--- config.mk ---
export PLATFORM = sky130hd
export DESIGN_NAME = complex_div_arbiter_flat
export DESIGN_NICKNAME = d
export VERILOG_FILES = /design/src/rtl/complex_div_arbiter_if.sv /design/src/rtl/complex_div_arbiter.sv /design/src/flat_wrapper.sv
export SDC_FILE = /design/constraint.sdc
export NUM_CORES = 1
export LEC_CHECK = 0
export ABC_AREA = 1
export CELL_PAD_IN_SITES_DETAIL_PLACEMENT = 0
export CELL_PAD_IN_SITES_GLOBAL_PLACEMENT = 1
export CORE_AREA = 2 2 618 620
export DETAILED_ROUTE_END_ITERATION = 12
export DIE_AREA = 0 0 620 622
export PLACE_DENSITY_LB_ADDON = 0.1
export SETUP_SLACK_MARGIN = 0.15
export SYNTH_ARGS = -nofsm -noshare
export SYNTH_HDL_FRONTEND = slang
export SYNTH_SLANG_ARGS = --single-unit
--- constraint.sdc ---
create_clock -name clk_i -period 7.97 [get_ports clk_i]
set_input_delay 2.391 -clock clk_i [delete_from_list [all_inputs] [get_ports clk_i]]
set_output_delay 2.391 -clock clk_i [all_outputs]
set_load 0.03 [all_outputs]
--- src/rtl/complex_div_arbiter_if.sv ---
// rtl/complex_div_arbiter_if.sv - requester, response and divider-side bundle for complex_div_arbiter
interface complex_div_arbiter_if #(
    parameter int NUM_REQ      = 4,
    parameter int WIDTH        = 64,
    parameter int MAX_INFLIGHT = 8
);
    localparam int CW = $clog2(MAX_INFLIGHT) + 1;

    logic                                flush_i;
    logic [NUM_REQ-1:0]                  req_valid_i;
    logic [NUM_REQ-1:0]                  req_ready_o;
    logic [NUM_REQ-1:0][4*WIDTH-1:0]     req_operands_i;
    logic [NUM_REQ-1:0]                  resp_valid_o;
    logic [NUM_REQ-1:0]                  resp_ready_i;
    logic [2*WIDTH-1:0]                  resp_result_o;
    logic [4:0]                          resp_status_o;
    logic                                div_valid_o;
    logic                                div_ready_i;
    logic [4*WIDTH-1:0]                  div_operands_o;
    logic                                div_flush_o;
    logic                                div_out_valid_i;
    logic                                div_out_ready_o;
    logic [2*WIDTH-1:0]                  div_result_i;
    logic [4:0]                          div_status_i;
    logic [CW-1:0]                       inflight_o;
    logic                                busy_o;

    // Arbiter view
    modport slave (
        input  flush_i, req_valid_i, req_operands_i, resp_ready_i,
               div_ready_i, div_out_valid_i, div_result_i, div_status_i,
        output req_ready_o, resp_valid_o, resp_result_o, resp_status_o,
               div_valid_o, div_operands_o, div_flush_o, div_out_ready_o,
               inflight_o, busy_o
    );

    // Environment view: requesters plus divider
    modport master (
        output flush_i, req_valid_i, req_operands_i, resp_ready_i,
               div_ready_i, div_out_valid_i, div_result_i, div_status_i,
        input  req_ready_o, resp_valid_o, resp_result_o, resp_status_o,
               div_valid_o, div_operands_o, div_flush_o, div_out_ready_o,
               inflight_o, busy_o
    );
endinterface

--- src/rtl/complex_div_arbiter.sv ---
// rtl/complex_div_arbiter.sv - round-robin sharing of one in-order complex divider with ID-steered results
module complex_div_arbiter #(
    parameter int NUM_REQ      = 4,
    parameter int WIDTH        = 64,
    parameter int MAX_INFLIGHT = 8
) (
    input  logic                 clk_i,
    input  logic                 rst_i,
    complex_div_arbiter_if.slave bus
);
    localparam int PW  = $clog2(MAX_INFLIGHT);
    localparam int IDW = (NUM_REQ > 1) ? $clog2(NUM_REQ) : 1;

    // ID FIFO: one entry per outstanding divide, extra pointer bit separates full from empty
    logic [IDW-1:0] id_mem [MAX_INFLIGHT];
    logic [PW:0]    wr_ptr;
    logic [PW:0]    rd_ptr;

    logic [IDW-1:0] rr;
    logic [IDW-1:0] grant;
    logic [IDW-1:0] rr_next;
    logic [IDW-1:0] head;
    logic           any_req;
    logic           fifo_empty;
    logic           fifo_full;
    logic           can_issue;
    logic           issue_fire;
    logic           ret_fire;

    assign fifo_empty = (wr_ptr == rd_ptr);
    assign fifo_full  = (wr_ptr[PW] != rd_ptr[PW]) && (wr_ptr[PW-1:0] == rd_ptr[PW-1:0]);
    assign head       = id_mem[rd_ptr[PW-1:0]];

    // Round-robin search: first valid requester at or after rr, wrapping
    always_comb begin
        int             idx;
        logic           found;
        logic [IDW-1:0] sel;
        idx     = 0;
        found   = 1'b0;
        sel     = '0;
        grant   = rr;
        any_req = 1'b0;
        for (int i = 0; i < NUM_REQ; i++) begin
            idx = int'(rr) + i;
            if (idx >= NUM_REQ) begin
                idx = idx - NUM_REQ;
            end
            sel = IDW'(idx);
            if (!found && bus.req_valid_i[sel]) begin
                found   = 1'b1;
                any_req = 1'b1;
                grant   = sel;
            end
        end
    end

    assign rr_next = (grant == IDW'(NUM_REQ - 1)) ? '0 : grant + 1'b1;

    // Reset gates the handshakes combinationally so an asserted rst_i quiets the bus at once
    assign can_issue = bus.div_ready_i & ~fifo_full & ~bus.flush_i & ~rst_i;

    // Issue side: grant is passed straight through to the divider, no operand register
    always_comb begin
        bus.req_ready_o    = '0;
        bus.div_valid_o    = can_issue & any_req;
        bus.div_operands_o = '0;
        if (any_req && !rst_i) begin
            bus.div_operands_o = bus.req_operands_i[grant];
        end
        if (bus.div_valid_o) begin
            bus.req_ready_o[grant] = 1'b1;
        end
    end

    // Return side: steer the divider output to the requester at the FIFO head
    always_comb begin
        bus.resp_valid_o    = '0;
        bus.div_out_ready_o = 1'b0;
        if (!fifo_empty && !bus.flush_i && !rst_i) begin
            bus.resp_valid_o[head] = bus.div_out_valid_i;
            bus.div_out_ready_o    = bus.resp_ready_i[head];
        end
    end

    assign issue_fire = bus.div_valid_o & bus.div_ready_i;
    assign ret_fire   = bus.div_out_valid_i & bus.div_out_ready_o;

    assign bus.resp_result_o = bus.div_result_i;
    assign bus.resp_status_o = bus.div_status_i;
    assign bus.div_flush_o   = bus.flush_i;
    assign bus.inflight_o    = wr_ptr - rd_ptr;
    assign bus.busy_o        = (bus.inflight_o != '0);

    // Pointers and round-robin state; flush empties the FIFO but keeps rr
    always_ff @(posedge clk_i or posedge rst_i) begin
        if (rst_i) begin
            wr_ptr <= '0;
            rd_ptr <= '0;
            rr     <= '0;
        end else if (bus.flush_i) begin
            wr_ptr <= '0;
            rd_ptr <= '0;
        end else begin
            if (issue_fire) begin
                wr_ptr <= wr_ptr + 1'b1;
                rr     <= rr_next;
            end
            if (ret_fire) begin
                rd_ptr <= rd_ptr + 1'b1;
            end
        end
    end

    // ID storage; entries are only read while the FIFO is non-empty, so no reset needed
    always_ff @(posedge clk_i) begin
        if (issue_fire) begin
            id_mem[wr_ptr[PW-1:0]] <= grant;
        end
    end

    // A result with nothing outstanding means the divider broke the in-order contract
    a_no_orphan_result: assert property (@(posedge clk_i) disable iff (rst_i)
        !(bus.div_out_valid_i && fifo_empty));

endmodule

--- src/flat_wrapper.sv ---
// flat-port wrapper written by rule: the top's interface ports become plain ports
module complex_div_arbiter_flat 
#(
    parameter int NUM_REQ      = 4,
    parameter int WIDTH        = 64,
    parameter int MAX_INFLIGHT = 8
)
  (clk_i, rst_i, bus_flush_i, bus_req_valid_i, bus_req_operands_i, bus_resp_ready_i, bus_div_ready_i, bus_div_out_valid_i, bus_div_result_i, bus_div_status_i, bus_req_ready_o, bus_resp_valid_o, bus_resp_result_o, bus_resp_status_o, bus_div_valid_o, bus_div_operands_o, bus_div_flush_o, bus_div_out_ready_o, bus_inflight_o, bus_busy_o);
  complex_div_arbiter_if #(.NUM_REQ(NUM_REQ), .WIDTH(WIDTH), .MAX_INFLIGHT(MAX_INFLIGHT)) bus_i ();
  input  logic clk_i;
  input  logic rst_i;
  input wire logic [$bits(bus_i.flush_i)-1:0] bus_flush_i;
  input wire logic [$bits(bus_i.req_valid_i)-1:0] bus_req_valid_i;
  input wire logic [$bits(bus_i.req_operands_i)-1:0] bus_req_operands_i;
  input wire logic [$bits(bus_i.resp_ready_i)-1:0] bus_resp_ready_i;
  input wire logic [$bits(bus_i.div_ready_i)-1:0] bus_div_ready_i;
  input wire logic [$bits(bus_i.div_out_valid_i)-1:0] bus_div_out_valid_i;
  input wire logic [$bits(bus_i.div_result_i)-1:0] bus_div_result_i;
  input wire logic [$bits(bus_i.div_status_i)-1:0] bus_div_status_i;
  output wire logic [$bits(bus_i.req_ready_o)-1:0] bus_req_ready_o;
  output wire logic [$bits(bus_i.resp_valid_o)-1:0] bus_resp_valid_o;
  output wire logic [$bits(bus_i.resp_result_o)-1:0] bus_resp_result_o;
  output wire logic [$bits(bus_i.resp_status_o)-1:0] bus_resp_status_o;
  output wire logic [$bits(bus_i.div_valid_o)-1:0] bus_div_valid_o;
  output wire logic [$bits(bus_i.div_operands_o)-1:0] bus_div_operands_o;
  output wire logic [$bits(bus_i.div_flush_o)-1:0] bus_div_flush_o;
  output wire logic [$bits(bus_i.div_out_ready_o)-1:0] bus_div_out_ready_o;
  output wire logic [$bits(bus_i.inflight_o)-1:0] bus_inflight_o;
  output wire logic [$bits(bus_i.busy_o)-1:0] bus_busy_o;
  assign bus_i.flush_i = bus_flush_i;
  assign bus_i.req_valid_i = bus_req_valid_i;
  assign bus_i.req_operands_i = bus_req_operands_i;
  assign bus_i.resp_ready_i = bus_resp_ready_i;
  assign bus_i.div_ready_i = bus_div_ready_i;
  assign bus_i.div_out_valid_i = bus_div_out_valid_i;
  assign bus_i.div_result_i = bus_div_result_i;
  assign bus_i.div_status_i = bus_div_status_i;
  assign bus_req_ready_o = bus_i.req_ready_o;
  assign bus_resp_valid_o = bus_i.resp_valid_o;
  assign bus_resp_result_o = bus_i.resp_result_o;
  assign bus_resp_status_o = bus_i.resp_status_o;
  assign bus_div_valid_o = bus_i.div_valid_o;
  assign bus_div_operands_o = bus_i.div_operands_o;
  assign bus_div_flush_o = bus_i.div_flush_o;
  assign bus_div_out_ready_o = bus_i.div_out_ready_o;
  assign bus_inflight_o = bus_i.inflight_o;
  assign bus_busy_o = bus_i.busy_o;
  complex_div_arbiter #(.NUM_REQ(NUM_REQ), .WIDTH(WIDTH), .MAX_INFLIGHT(MAX_INFLIGHT)) u_core (.clk_i(clk_i), .rst_i(rst_i), .bus(bus_i));
endmodule
Word level (Yosys, flattened, before mapping)

Memories as Yosys holds them, arrays and structs flattened.
Index checks and enable logic that the tools add are counted.

Multiply operators: 0
Equal/unequal tests: 4
Magnitude comparators: 12
Muxes and demuxes: 39
Add/subtract/negate cells: 11
Bitwise operators: 10
Divide/modulo/power cells: 0
Reductions and logical operators: 19
Shift operators: 0

Operators with widths:

| kind                                                       | number |
|---|---|
| binary-select mux 256 bit (select 2 bit)                   | 1 |
| two-way mux 256 bit                                        | 2 |
| two-way mux 4 bit                                          | 6 |
| less-than comparator 2 x 3 -> 1 bit, second input constant | 6 |
| two-way mux 2 bit                                          | 9 |
| two-way mux 1 bit                                          | 14 |
| binary-select mux 1 bit (select 2 bit)                     | 5 |
| >= comparator 3 bit, second input constant                 | 3 |
| logical AND 1 bit                                          | 9 |
| adder 4 x 1 -> 4 bit, second input constant                | 2 |
| subtractor 2 x 1 -> 2 bit, second input constant           | 4 |
| adder 2 x 2 -> 3 bit, second input constant                | 2 |
| bitwise AND 1 bit                                          | 6 |
| zero test 1 bit                                            | 6 |
| bitwise AND 4 bit                                          | 1 |
| demux 1 bit (select 2 bit)                                 | 2 |
| equality test 4 bit                                        | 1 |
| >= comparator 2 x 1 -> 1 bit, second input constant        | 2 |
| nonzero test 2 bit                                         | 2 |
| nonzero test 4 bit                                         | 1 |
| subtractor 4 bit                                           | 1 |
| adder 2 x 1 -> 3 bit, second input constant                | 1 |
| equality test 3 bit                                        | 1 |
| >= comparator 2 x 3 -> 1 bit, second input constant        | 1 |
| other kinds (5)                                            | 7 |

Logic and storage cells: 99
Flip-flop bits (word level): 10
Bits in writable memories: 16
Output and inout bits: 405
Input port bits: 1170
Memories: 1
Latch bits: 0
Memory bits (read-only): 0

Memories:

| memory        | words | width | rd ports | clocked after Yosys merged registers in | write ports | RTL line                  | source |
|---|---|---|---|---|---|---|---|
| u_core.id_mem | 8     | 2     | 1        | 0                                       | 1           | complex_div_arbiter.sv:15 | `logic [IDW-1:0] id_mem [MAX_INFLIGHT];` |

Depth between registers and ports, before layout

Depth in word-level cells: 19
Depth in mapped cells: 19
Mapped depth without buffers: 16

Worst setup path after synthesis

No wires, ideal clock.

Path kind: input to output
Start point: input bus_req_valid_i[3]
End point: output bus_req_ready_o[3]
Required time: 5.579 ns
Path slack: 1.251 ns
Stages on the path: 14
Arrival: 4.328 ns
Path buffers: 3
Cells stage by stage: inv_1 -> nand2_1 -> nand2_1 -> o21ai_1 -> nand3_2 -> nand2_2 -> nand2_2 -> buf_6 -> buf_4 -> buf_4 -> inv_1 -> ha_1 -> inv_1 -> nor2_1

Longest elaborated chain between the ends: 17

RTL lines:

| element                                                                                                   | RTL line                  | source |
|---|---|---|
| start, declared                                                                                           | flat_wrapper.sv:13        | `input wire logic [$bits(bus_i.req_valid_i)-1:0] bus_req_valid_i;` |
| binary-select mux 1 bit (select 2 bit)                                                                    | complex_div_arbiter.sv:50 | `if (!found && bus.req_valid_i[sel]) begin` |
| two-way mux 1 bit (implied by the code)                                                                   | complex_div_arbiter.sv:50 |  |
| two-way mux 1 bit                                                                                         | complex_div_arbiter.sv:50 |  |
| zero test 1 bit                                                                                           | complex_div_arbiter.sv:50 |  |
| logical AND 1 bit                                                                                         | complex_div_arbiter.sv:50 |  |
| two-way mux 1 bit                                                                                         | complex_div_arbiter.sv:50 |  |
| zero test 1 bit                                                                                           | complex_div_arbiter.sv:50 |  |
| logical AND 1 bit                                                                                         | complex_div_arbiter.sv:50 |  |
| [2 not listed]                                                                                            | --                        |  |
| logical AND 1 bit                                                                                         | complex_div_arbiter.sv:50 |  |
| two-way mux 2 bit *                                                                                       | complex_div_arbiter.sv:50 |  |
| net u_core.grant[0]                                                                                       | complex_div_arbiter.sv:20 | `logic [IDW-1:0] grant;` |
| less-than comparator 2 x 3 -> 1 bit (implied by the code) or >= comparator 2 x 1 -> 1 bit (tied branches) | complex_div_arbiter.sv:72 | `bus.req_ready_o[grant] = 1'b1;` |
| logical AND 1 bit (implied by the code)                                                                   | complex_div_arbiter.sv:72 |  |
| two-way mux 1 bit (implied by the code)                                                                   | complex_div_arbiter.sv:72 |  |
| demux 1 bit (select 2 bit) *                                                                              | --                        |  |
| two-way mux 4 bit *                                                                                       | complex_div_arbiter.sv:71 | `if (bus.div_valid_o) begin` |
| end, declared                                                                                             | flat_wrapper.sv:20        | `output wire logic [$bits(bus_i.req_ready_o)-1:0] bus_req_ready_o;` |

Mark *: on every way through the listed nets, which the timed path passes. The rest lies on a longest branch. The select of a mux whose other input is x is not followed.

Worst setup path after layout

Start point: input bus_req_valid_i[1]
End point: output bus_div_operands_o[172]

Longest elaborated chain between the ends: 15

RTL lines:

| element                                   | RTL line                  | source |
|---|---|---|
| binary-select mux 1 bit (select 2 bit)    | complex_div_arbiter.sv:50 |  |
| two-way mux 1 bit (implied by the code)   | complex_div_arbiter.sv:50 |  |
| two-way mux 1 bit                         | complex_div_arbiter.sv:50 |  |
| zero test 1 bit                           | complex_div_arbiter.sv:50 |  |
| logical AND 1 bit                         | complex_div_arbiter.sv:50 |  |
| two-way mux 1 bit                         | complex_div_arbiter.sv:50 |  |
| zero test 1 bit                           | complex_div_arbiter.sv:50 |  |
| logical AND 1 bit                         | complex_div_arbiter.sv:50 |  |
| two-way mux 1 bit                         | complex_div_arbiter.sv:50 |  |
| zero test 1 bit                           | complex_div_arbiter.sv:50 |  |
| logical AND 1 bit                         | complex_div_arbiter.sv:50 |  |
| two-way mux 2 bit                         | complex_div_arbiter.sv:50 |  |
| binary-select mux 256 bit (select 2 bit)  | complex_div_arbiter.sv:69 | `bus.div_operands_o = bus.req_operands_i[grant];` |
| two-way mux 256 bit (implied by the code) | complex_div_arbiter.sv:69 |  |
| two-way mux 256 bit *                     | complex_div_arbiter.sv:68 | `if (any_req && !rst_i) begin` |
| end, declared                             | flat_wrapper.sv:25        | `output wire logic [$bits(bus_i.div_operands_o)-1:0] bus_div_operands_o;` |

Every way passes the cells marked *; elsewhere a longest branch is shown, timed or not. The select of a mux whose other input is x is not followed.

==> results_dict.tcl <==
set metrics [dict create \
    status "completed" \
    slowest_delay_ns 0.45 \
    path_delay_family "simple AND/OR/NAND/NOR gates" \
    final_layout_size_suffix_gt1_share_pct 14.7 \
    criticalPathCategory "input port to output port" \
    core_mm2 0.378 \
    relSlewSlack_pct 50.9 \
    critical_path_arrival_ns 5.24 \
    synth_top_area_share_pct 43.8 \
    synth_area_mm2 0.0138 \
    hold_buffers 0 \
    rsz0062_at_grt "yes" \
    rows 226 \
    synth_area_leaders "nand2_1, nand3_1, a21oi_1" \
    min_path_type "flop to flop" \
    routed-via-count 24564 \
    synth_cells 2935 \
    power.total_mw 21.6 \
    insertion_delay_ns 0.27 \
    ys_async_sr_fraction_pct 38.5 \
    leakagePower_nw 14.5 \
    syn2layout_area_growth_pct 158 \
    yosysTopAreaCell "nand2_1" \
    ys_warn_count 0 \
    grt_pass1_vias 26330 \
    syn-num-nets 4115 \
    worst_slack_ns 0.336 \
    skew_ns 0.00464 \
    crit_path_frequent_cell "nand2_1" \
    gp_congestion 0.778 \
    cts.sinks 26 \
    synth_top_flop_cell "edfxtp_1" \
    p_per_area_mw_per_mm2 607 \
    ys_seq_area_share_pct 5.29 \
    globalRouteMet3Util_pct 3.38 \
    cts_tree "yes" \
    finalNetCount 5352 \
    worstMarginPinSlew_ns 0.729 \
    layout_min_cycle_time_ns 7.63 \
    fill_cells 44643 \
    multi_input_area_mm2 0.0107 \
    crit_required_ns 5.58 \
    antenna_found_initial 146 \
    cpMaxStageDelayCell "clkdlybuf4s50_1" \
    route.antenna.remaining_nets 0 \
    synth.distinct_cells 33 \
    synth_seq_cells 26 \
    path_max_fanout 29 \
    vias_per_cell 2.66 \
    totalWireLength_mm 230 \
    dieHeight_um 622 \
    place_area_mm2 0.0350 \
    drtPass1Iterations 5 \
    fmax_mhz 131 \
    grt_max_degree 77 \
    grt.met1_usage_pct 11.9 \
    grt.busiest_layer "met2" \
    drv_slew 0 \
    placed_cells_incl_taps 9166 \
    grt_pass1_wl_mm 287 \
    crit_path_end_kind "output port" \
    crit_buf_inv 6 \
    dr.first_iter.drc_count 1158 \
    die_w_um 620 \
    synth_edf_count 16 \
    grt.met2_usage_pct 21.2 \
    critPathLaunchType "input port" \
    path_cells "clkdlybuf4s50_1 > inv_1 > nand2_1 > nand3_1 > nand2_1 > nor2_4 > nand3_2 > nand2_8 > buf_12 > buf_16 > nand3_1 > nand2_1 > nand2_1 > a21oi_1 > buf_4 > buf_12" \
    yosysMostFrequentCell "nand2_1" \
    htreeDepth 1 \
    start_util_pct 3.65 \
    max_cap_viol_count 0 \
    irDropWorstVdd_mv 0.238 \
    io_buffers 1308 \
    die-area_mm2 0.386 \
    place_ws_ns -0.377 \
    finalSetupViolCount 0 \
    avgSynthCellArea_um2 4.70 \
    fin_crit_sh_pct 95.8 \
    instances_no_fill 9221 \
    cts_buffers 3 \
    grt_usage_pct 11.3 \
    hold_ws_ns 0.515 \
    seq_area_um2 731 \
    wire_per_inst_um 24.9 \
    root_buffer "clkbuf_16" \
    overflow 0 \
    dp_hpwl_mm 203 \
    netlist_top_cells_count "nand2_1, nand3_1, a21oi_1" \
    clkTransAtPathRegs_ns 0.07 \
    drc 0 \
    hold_violations 0 \
    final_area_mm2 0.0356 \
    clockBufferDepth 2 \
    ioPinCount 1575 \
]
per-layer routing:
layer,wire (um),share of wire [%]
met5,680,0.30
met4,7480,3.3
met3,17100,7.4
met2,121000,53
met1,83400,36
cell type report:
type / instances / share of cell area, %
timing repair buffer: 1624 / 49.5
multi-input combinational: 2485 / 30.0
tap: 5016 / 17.6
sequential: 26 / 2.05
inverter: 32 / 0.344
antenna: 34 / 0.239
clock buffer: 3 / 0.211
clock inverter: 1 / 0.0843
state kept, by name, summed over array words and instances (netlist names):
register / count
u_core.rd_ptr: 4
u_core.rr: 2
u_core.id_mem: 16
u_core.wr_ptr: 4
cell families (layout without fill, tap and decap cells):
kind of cell,count (synthesis),after routing,synth area share [%]
flip-flops,26,26,5.29
buffers and inverters,424,1660,18.3
other,0,34,0
multiplexers,1,1,0.0725
AO/OA/AOI/OAI,277,277,10.1
adder cells (fa/ha/maj),10,10,0.961
XOR/XNOR,5,5,0.317
AND/OR/NAND/NOR,2192,2192,64.9
report_power, final:
group | internal [mW] | switching (mW) | total (mW)
Combinational | 8.16 | 13.1 | 21.3
Clock | 0.100 | 0.0504 | 0.150
Sequential | 0.183 | 0.0235 | 0.206
Total | 8.45 | 13.2 | 21.6
final timing paths:
kind	endpoint	slack, ns	start	cells after the start
max reg2reg	u_core.rr[1]	4.76	u_core.rr[0]	15
min in group asynchronous	u_core.rr[1]	2.46	rst_i	3
min reg2reg	u_core.wr_ptr[3]	0.52	u_core.wr_ptr[3]	1
max in group asynchronous	u_core.wr_ptr[0]	5.32	rst_i	3
max	bus_div_operands_o[172]	0.34	bus_req_valid_i[1]	16
min	u_core.wr_ptr[3]	0.52	u_core.wr_ptr[3]	1
cells in the final DEF, fill, tap and decap left out, drive strengths merged, types with 5 or more instances in the layout:
cell,netlist,routed
a21oi,258,258
nor2,25,25
o21ai,15,15
nand3,538,538
inv,30,30
clkdlybuf4s50,0,1046
nand2,1616,1616
edfxtp,16,16
nand4,5,5
nor3,6,6
buf,350,571
dfrtp,10,10
ha,9,9
clkbuf,42,7
diode,0,34
what timing repair did:
action	in CTS	in global routing
gates resized for setup	19	19
setup buffers	0	13
endpoints found under the setup margin	91	124
gates cloned	1	3
pin swaps	1	4
stage by stage:
step / TNS [ns] / utilization, %
final: 0 / 9.42
after global routing: 0 / 9.41
after CTS: 0 / 9.32
after detailed placement: -1.11 / 9.26
after global placement: -2.51 / 9.26
after floorplan: 0 / -
Power figures use the tool's default switching activity.
